<file path="src/rtl/regfile_pkg.sv">
// Shared types and default sizing for the register-file context controller.
// Optional bypass feature selected with REGFILE_BYPASS_EN.
package regfile_pkg;

    localparam int REG_BITS    = 5;
    localparam int BITS        = 16;
    localparam int SAVE_COUNT  = 14;
    localparam int SHADOW_BASE = 16;
    localparam int NULL_REG    = 31;

    typedef enum logic [1:0] {
        IDLE,
        COPY,
        DRAIN,
        DONE
    } state_e;

    typedef enum logic {
        SAVE,
        RESTORE
    } dir_e;

endpackage

</file>
<file path="src/rtl/regfile_ctx_ctrl_bypass.sv">
// Write-to-read forwarding for the pipeline read ports.
// Instantiated only when REGFILE_BYPASS_EN is defined.
module regfile_bypass #(
    parameter int REG_BITS = regfile_pkg::REG_BITS,
    parameter int BITS     = regfile_pkg::BITS,
    parameter int NULL_REG = regfile_pkg::NULL_REG
) (
    input  logic                CLK,
    input  logic                RST,
    input  logic                stall,
    input  logic [REG_BITS-1:0] wr_addr,
    input  logic [BITS-1:0]     wr_data,
    input  logic [REG_BITS-1:0] rd_addr_a,
    input  logic [REG_BITS-1:0] rd_addr_b,
    input  logic [BITS-1:0]     rf_data_a,
    input  logic [BITS-1:0]     rf_data_b,
    output logic [BITS-1:0]     data_a,
    output logic [BITS-1:0]     data_b
);

    localparam logic [REG_BITS-1:0] NULL_A = REG_BITS'(NULL_REG);

    logic [REG_BITS-1:0] wr_addr_q, wr_addr_d;
    logic [BITS-1:0]     wr_data_q, wr_data_d;
    logic [REG_BITS-1:0] rd_a_q, rd_a_d;
    logic [REG_BITS-1:0] rd_b_q, rd_b_d;
    logic                hit_a, hit_b;

    // Capture last cycle's pipeline write and read addresses; ignore writes while held
    always_comb begin
        wr_addr_d = stall ? NULL_A : wr_addr;
        wr_data_d = wr_data;
        rd_a_d    = rd_addr_a;
        rd_b_d    = rd_addr_b;
    end

    // Forwarding state registers
    always_ff @(posedge CLK) begin
        if (RST) begin
            wr_addr_q <= NULL_A;
            wr_data_q <= '0;
            rd_a_q    <= '0;
            rd_b_q    <= '0;
        end else begin
            wr_addr_q <= wr_addr_d;
            wr_data_q <= wr_data_d;
            rd_a_q    <= rd_a_d;
            rd_b_q    <= rd_b_d;
        end
    end

    // Substitute the fresh write data when the RAM would return the stale value
    always_comb begin
        hit_a  = !stall && (wr_addr_q != NULL_A) && (rd_a_q == wr_addr_q);
        hit_b  = !stall && (wr_addr_q != NULL_A) && (rd_b_q == wr_addr_q);
        data_a = hit_a ? wr_data_q : rf_data_a;
        data_b = hit_b ? wr_data_q : rf_data_b;
    end

endmodule

</file>
<file path="src/rtl/regfile_ctx_ctrl.sv">
// Owns the register-file ports; sequences live<->shadow copies on interrupt.
// Define REGFILE_BYPASS_EN to add write-to-read forwarding on cpu reads.
module regfile_ctx_ctrl
    import regfile_pkg::*;
#(
    parameter int REG_BITS    = regfile_pkg::REG_BITS,
    parameter int BITS        = regfile_pkg::BITS,
    parameter int SAVE_COUNT  = regfile_pkg::SAVE_COUNT,
    parameter int SHADOW_BASE = regfile_pkg::SHADOW_BASE,
    parameter int NULL_REG    = regfile_pkg::NULL_REG
) (
    input  logic                CLK,
    input  logic                RST,
    input  logic [REG_BITS-1:0] cpu_regIn,
    input  logic [BITS-1:0]     cpu_regIn_data,
    input  logic [REG_BITS-1:0] cpu_regOutA,
    input  logic [REG_BITS-1:0] cpu_regOutB,
    output logic [BITS-1:0]     cpu_regOutA_data,
    output logic [BITS-1:0]     cpu_regOutB_data,
    output logic [REG_BITS-1:0] rf_regIn,
    output logic [BITS-1:0]     rf_regIn_data,
    output logic [REG_BITS-1:0] rf_regOutA,
    output logic [REG_BITS-1:0] rf_regOutB,
    input  logic [BITS-1:0]     rf_regOutA_data,
    input  logic [BITS-1:0]     rf_regOutB_data,
    input  logic                save_req,
    input  logic                restore_req,
    output logic                stall,
    output logic                ack
);

    if (SHADOW_BASE + SAVE_COUNT > NULL_REG) begin : g_bad_cfg
        $error("shadow bank overlaps the null register");
    end

    localparam logic [REG_BITS-1:0] NULL_A   = REG_BITS'(NULL_REG);
    localparam logic [REG_BITS-1:0] SHADOW_A = REG_BITS'(SHADOW_BASE);
    localparam logic [REG_BITS-1:0] LAST_IDX = REG_BITS'(SAVE_COUNT - 1);

    state_e              state_q, state_d;
    dir_e                dir_q, dir_d;
    logic [REG_BITS-1:0] rd_idx_q, rd_idx_d;
    logic [REG_BITS-1:0] wr_addr_q, wr_addr_d;
    logic                stall_q, stall_d;
    logic                ack_q, ack_d;
    logic [REG_BITS-1:0] src_addr, dst_addr;

    // Source and destination of the element currently being read
    always_comb begin
        src_addr = (dir_q == SAVE) ? rd_idx_q : SHADOW_A + rd_idx_q;
        dst_addr = (dir_q == SAVE) ? SHADOW_A + rd_idx_q : rd_idx_q;
    end

    // Sequencer next state; writes lag reads by one cycle via wr_addr
    always_comb begin
        state_d   = state_q;
        dir_d     = dir_q;
        rd_idx_d  = rd_idx_q;
        wr_addr_d = wr_addr_q;
        stall_d   = stall_q;
        ack_d     = ack_q;
        unique case (state_q)
            IDLE: begin
                if (save_req || restore_req) begin
                    state_d   = COPY;
                    dir_d     = save_req ? SAVE : RESTORE;
                    rd_idx_d  = '0;
                    wr_addr_d = NULL_A;
                    stall_d   = 1'b1;
                end
            end
            COPY: begin
                wr_addr_d = dst_addr;
                if (rd_idx_q == LAST_IDX) begin
                    state_d = DRAIN;
                end else begin
                    rd_idx_d = rd_idx_q + 1'b1;
                end
            end
            DRAIN: begin
                state_d   = DONE;
                wr_addr_d = NULL_A;
                ack_d     = 1'b1;
            end
            DONE: begin
                state_d  = IDLE;
                rd_idx_d = '0;
                stall_d  = 1'b0;
                ack_d    = 1'b0;
            end
            default: state_d = IDLE;
        endcase
    end

    // Sequencer state and registered handshake outputs
    always_ff @(posedge CLK) begin
        if (RST) begin
            state_q   <= IDLE;
            dir_q     <= SAVE;
            rd_idx_q  <= '0;
            wr_addr_q <= NULL_A;
            stall_q   <= 1'b0;
            ack_q     <= 1'b0;
        end else begin
            state_q   <= state_d;
            dir_q     <= dir_d;
            rd_idx_q  <= rd_idx_d;
            wr_addr_q <= wr_addr_d;
            stall_q   <= stall_d;
            ack_q     <= ack_d;
        end
    end

    // Port ownership: pipeline in IDLE, sequencer otherwise
    always_comb begin
        rf_regIn      = cpu_regIn;
        rf_regIn_data = cpu_regIn_data;
        rf_regOutA    = cpu_regOutA;
        rf_regOutB    = cpu_regOutB;
        if (state_q != IDLE) begin
            rf_regIn      = wr_addr_q;
            rf_regIn_data = rf_regOutA_data;
            rf_regOutA    = (state_q == COPY) ? src_addr : '0;
            rf_regOutB    = '0;
        end
        if (RST) begin
            rf_regIn = NULL_A;
        end
    end

    assign stall = stall_q;
    assign ack   = ack_q;

`ifdef REGFILE_BYPASS_EN
    regfile_bypass #(
        .REG_BITS (REG_BITS),
        .BITS     (BITS),
        .NULL_REG (NULL_REG)
    ) u_bypass (
        .CLK       (CLK),
        .RST       (RST),
        .stall     (stall_q),
        .wr_addr   (cpu_regIn),
        .wr_data   (cpu_regIn_data),
        .rd_addr_a (cpu_regOutA),
        .rd_addr_b (cpu_regOutB),
        .rf_data_a (rf_regOutA_data),
        .rf_data_b (rf_regOutB_data),
        .data_a    (cpu_regOutA_data),
        .data_b    (cpu_regOutB_data)
    );
`else
    assign cpu_regOutA_data = rf_regOutA_data;
    assign cpu_regOutB_data = rf_regOutB_data;
`endif

endmodule

</file>
<file path="config.mk">
export PLATFORM = sky130hd
export DESIGN_NAME = regfile_ctx_ctrl
export DESIGN_NICKNAME = d
export VERILOG_FILES = /design/src/rtl/regfile_pkg.sv /design/src/rtl/regfile_ctx_ctrl_bypass.sv /design/src/rtl/regfile_ctx_ctrl.sv
export SDC_FILE = /design/constraint.sdc
export NUM_CORES = 1
export LEC_CHECK = 0
export BUFFER_PORTS_ARGS = -buffer_cell sky130_fd_sc_hd__buf_4
export CAP_MARGIN = 10
export CORE_UTILIZATION = 38
export CTS_BUF_LIST = sky130_fd_sc_hd__clkbuf_4
export CTS_CLUSTER_SIZE = 25
export DETAILED_ROUTE_END_ITERATION = 10
export PLACE_DENSITY = 0.82
export SLEW_MARGIN = 40
export SYNTH_ARGS = -nofsm -noshare
export SYNTH_HDL_FRONTEND = slang
export SYNTH_SLANG_ARGS = --single-unit
</file>
<file path="constraint.sdc">
create_clock -name CLK -period 2.35 [get_ports CLK]
set_clock_uncertainty 0.05 [all_clocks]
set_input_delay 0.47 -clock CLK [delete_from_list [all_inputs] [get_ports CLK]]
set_output_delay 0.47 -clock CLK [all_outputs]
set_load 0.1 [all_outputs]
</file>
# Word level (Yosys, flattened, before mapping)
# Cells that the tools add are included.
[totals] out_inout_bits=65 in_bits=67 regBits=15 wordCells=47
[classes] n_eq_ne=7 n_reduce_logical=12 muxes=20 n_addsub=2
[ops] cell="$mux 5" n=10
[ops] cell="$pmux 5 s3" n=2
[ops] cell="$mux 16" n=1
[ops] cell="$pmux 2 s4" n=1
[ops] cell="$reduce_and 2->1" n=4
[ops] cell="$ne 2x2->1 const B" n=3
[ops] cell="$reduce_bool 2->1" n=3
[ops] cell="$reduce_bool 3->1" n=2
[ops] cell="$add 5x1->5 const B" n=1
[ops] cell="$add 5x5->5 const A" n=1
[ops] cell="$eq 5x4->1 const B" n=1
[ops] cell="$eq 2x2->1 const B" n=2
[ops] cell="$mux 2" n=2
[ops] cell="$pmux 1 s2" n=2
[ops] cell="$reduce_and 3->1" n=1
[ops] cell="$eq 2x1->1 const B" n=1
[ops] cell="$logic_not 2->1" n=1
[ops] cell="$mux 1" n=2
[ops] cell="$logic_or 1x1->1" n=1

# Longest topological paths before layout
[depth] ltp_word=4 mapped_depth=6 ltp_nobuf=5

# Worst setup path before layout
# OpenSTA, ideal clock, no wires.
[synth_path] path_kind="reg2out" from="reg state_q[0]" to="out rf_regOutA[0]" n_path_buf=2 slack_ps=-1334 t_arrival_ps=3164 path_stages_with_launch=6 required_time_ps=1830 path_cell_list="dfxtp_1 inv_1 ha_1 buf_2 buf_2 o21ai_0"
[synth_via] elab_chain_cells=3 elab_cells_between_ends=4 classes_between="eq/ne (1); mux (2); reduce/logical (1)"
[synth_rtl] element="start, declared" line_no="regfile_ctx_ctrl.sv:40" source="state_e state_q, state_d;"
[synth_rtl] element="start signal, assigned" line_no="regfile_ctx_ctrl.sv:105" source="state_q <= state_d;"
[synth_rtl] element="$eq 2x1->1" line_no="regfile_ctx_ctrl.sv:123" source="rf_regOutA = (state_q == COPY) ? src_addr : '0;"
[synth_rtl] element="$mux 5" line_no="regfile_ctx_ctrl.sv:123"
[synth_rtl] element="$mux 5 *" line_no="regfile_ctx_ctrl.sv:120" source="if (state_q != IDLE) begin"
[synth_rtl] element="end, declared" line_no="regfile_ctx_ctrl.sv:22" source="output logic [REG_BITS-1:0] rf_regOutA,"
# Every way passes the cells marked *; elsewhere a longest branch is shown, timed or not.

# Final worst setup path
[layout_path] from="reg state_q[0]" to="out rf_regIn_data[15]"
[layout_via] elab_chain_cells=2
[layout_rtl] element="$reduce_bool 2->1" line_no="regfile_ctx_ctrl.sv:120"
[layout_rtl] element="$mux 16" line_no="regfile_ctx_ctrl.sv:120"
[layout_rtl] element="end, declared" line_no="regfile_ctx_ctrl.sv:21" source="output logic [BITS-1:0] rf_regIn_data,"
# Every way passes these cells.

==> out/results.ini <==
[outcome]
status = finished, final reports clean

[timing]
finalSetupViolations = 0
slew_viol_final = 0
slew_headroom_pct = 63.3
period_minus_slack_ns = 2.26
worst_hold_slack_ns = 0.349
rsz0062_at_grt = true
finalWorstSetupSlack_ns = 0.0912
hold_viol_final = 0
worstMarginPinSlew_ns = 0.548
max_clock_freq_ghz = 0.443
post-route-period-util_pct = 96.1

[routing]
vias_per_cell = 5.03
post-route-drc-count = 0
post_drt_wl_per_cell_um = 13.1
ant_nets = 0
drt-pass1-iter-count = 4
vias = 1433
totalWireLength_mm = 3.73
dr.first_iter.drc_count = 42

[global_routing]
grt_pass1_vias = 1281
grt_usage_pct = 18.4
grt_remaining_overflow = 0
grt_max_degree = 32
grt_antenna_before_repair = 0
grt_pass1_wl_mm = 5.93

[final_layout]
final_nets = 314
layout.cells.non_filler = 285
final_cell_mix = 101 x buf_4, 19 x nand2_1, 16 x mux2_2, 15 x dfxtp_1, 8 x o21ai_0
drive_gt1_share_pct = 54.4
area_growth_pct = 42.6
postLayoutCoreUtil_pct = 58.4
final_common_cell = buf_4
n_antenna_cell = 0

[synthesis]
netlist_instances = 175
ys_ff_latch = 15
synth-edff-count = 0
async_reset_ff_share_pct = 0
synth-seq-area-share_pct = 21.1
avgSynthCellArea_um2 = 8.11
synth_ff_type = dfxtp_1
synth_cell_types = 32
ys_warn_count = 0
syn_nets = 249
synth.cell_area_um2 = 1420

[placement]
placed_cells = 281
portBuffers = 99
place_ws_ns = 0.379
gp_congestion = 0.820
hpwl_mm = 3.03

[cts]
cts-root-buf = clkbuf_4
cts.path.max_buffers = 2
cts_tree = done
clock_sinks = 15
clk_pin_slew_worst_paths_ns = 0.09
ctsHtreeMaxLevel = 1
clkLatencyLatePin_ns = 0.28
numCtsBuffers = 3

[min_path]
hp-class = primary input to register

[setup_path]
path_max_fanout = 11
critPathLaunchType = register
arrival_ns = 1.74
critPathCaptureType = output port
crit_type = register to output port
worstPathRequired_ns = 1.83

[floorplanning]
rows = 21
ios = 132
die_w_um = 63.1
coreArea_um2 = 3470
die_y_um = 63.1
die-area_um2 = 3990
start_util_pct = 40.9

[flow_run]
max_cap_violations = 0

[sequential cells by signal, indices dropped and copies added, names as in the netlist]
register,count
state_q,2
rd_idx_q,5
wr_addr_q,5
stall,1
ack,1
dir_q,1
[layer usage]
layer	part of all wire (%)	vias to the layer above	track usage [%]
met3	8.6	2	6.34
met1	42	661	22.3
met4	0.21	0	2.33
met2	49	56	31.7
met5	0	-	0
li1	-	714	-
[area by class of cell]
type | count | area, um2
fillers | 343 | 1440
flip-flops and latches | 15 | 300
clock buffers | 3 | 22.5
clock inverters | 1 | 5.00
multi-input cells | 111 | 835
well taps | 46 | 57.6
repair buffers | 102 | 778
inverters | 7 | 26.3
[critical path, stage by stage (launching register included)]
cell     delay, ns
dfxtp_1       0.35
inv_1         0.11
ha_2          0.21
buf_4         0.20
mux2_2        0.36
buf_4         0.23
[Yosys cell counts, drive strengths merged (2+ instances only)]
library cell / instances / area share, %
mux2i: 6 / 4.2
mux2: 16 / 13
a21oi: 5 / 1.8
inv: 7 / 1.9
ha: 7 / 6.2
dfxtp: 15 / 21
and2: 5 / 2.2
clkbuf: 6 / 1.6
nand2: 19 / 5.0
nor2: 2 / 0.53
buf: 36 / 18
a21o: 3 / 1.6
a211oi: 4 / 2.1
nand3: 4 / 1.4
o32ai: 2 / 1.2
o21ai: 13 / 4.6
nor4b: 4 / 2.5
a31oi: 5 / 2.2
nor2b: 3 / 1.3
nand4b: 2 / 1.2
[stage by stage]
stage               setup TNS, ns  cell area, um2
detailed placement              0            1990
CTS                             0            2020
global placement                0            1990
finish                          0            2020
floorplan                  -0.486            1440
global route              -0.0201            2020
[logic make-up after synthesis]
kind of cell	Yosys count	synth area share, %
buf+inv	49	21.8
mux	22	16.9
flops	15	21.1
simple gates	46	18.1
compound gates	35	15.3
fa+ha+maj	7	6.17
xor+xnor	1	0.617
[final timing paths]
path | start | endpoint | slack [ns] | cells past startpoint
max reg2reg | state_q[0] | wr_addr_q[4] | 0.41 | 5
min reg2reg | stall | stall | 0.44 | 2
max | state_q[0] | rf_regIn_data[15] | 0.09 | 5
min | save_req | dir_q | 0.35 | 2
[what timing repair did]
| item | in CTS | in global routing |
|---|---|---|
| resized for setup | 0 | 2 |
| setup buffers | 0 | 0 |
| hold buffers | 0 | 0 |
| endpoints found under the setup margin | 0 | 20 |
Power is not shown: default switching activity piles up to over one toggle a cycle in this logic, so the estimate is an artifact.
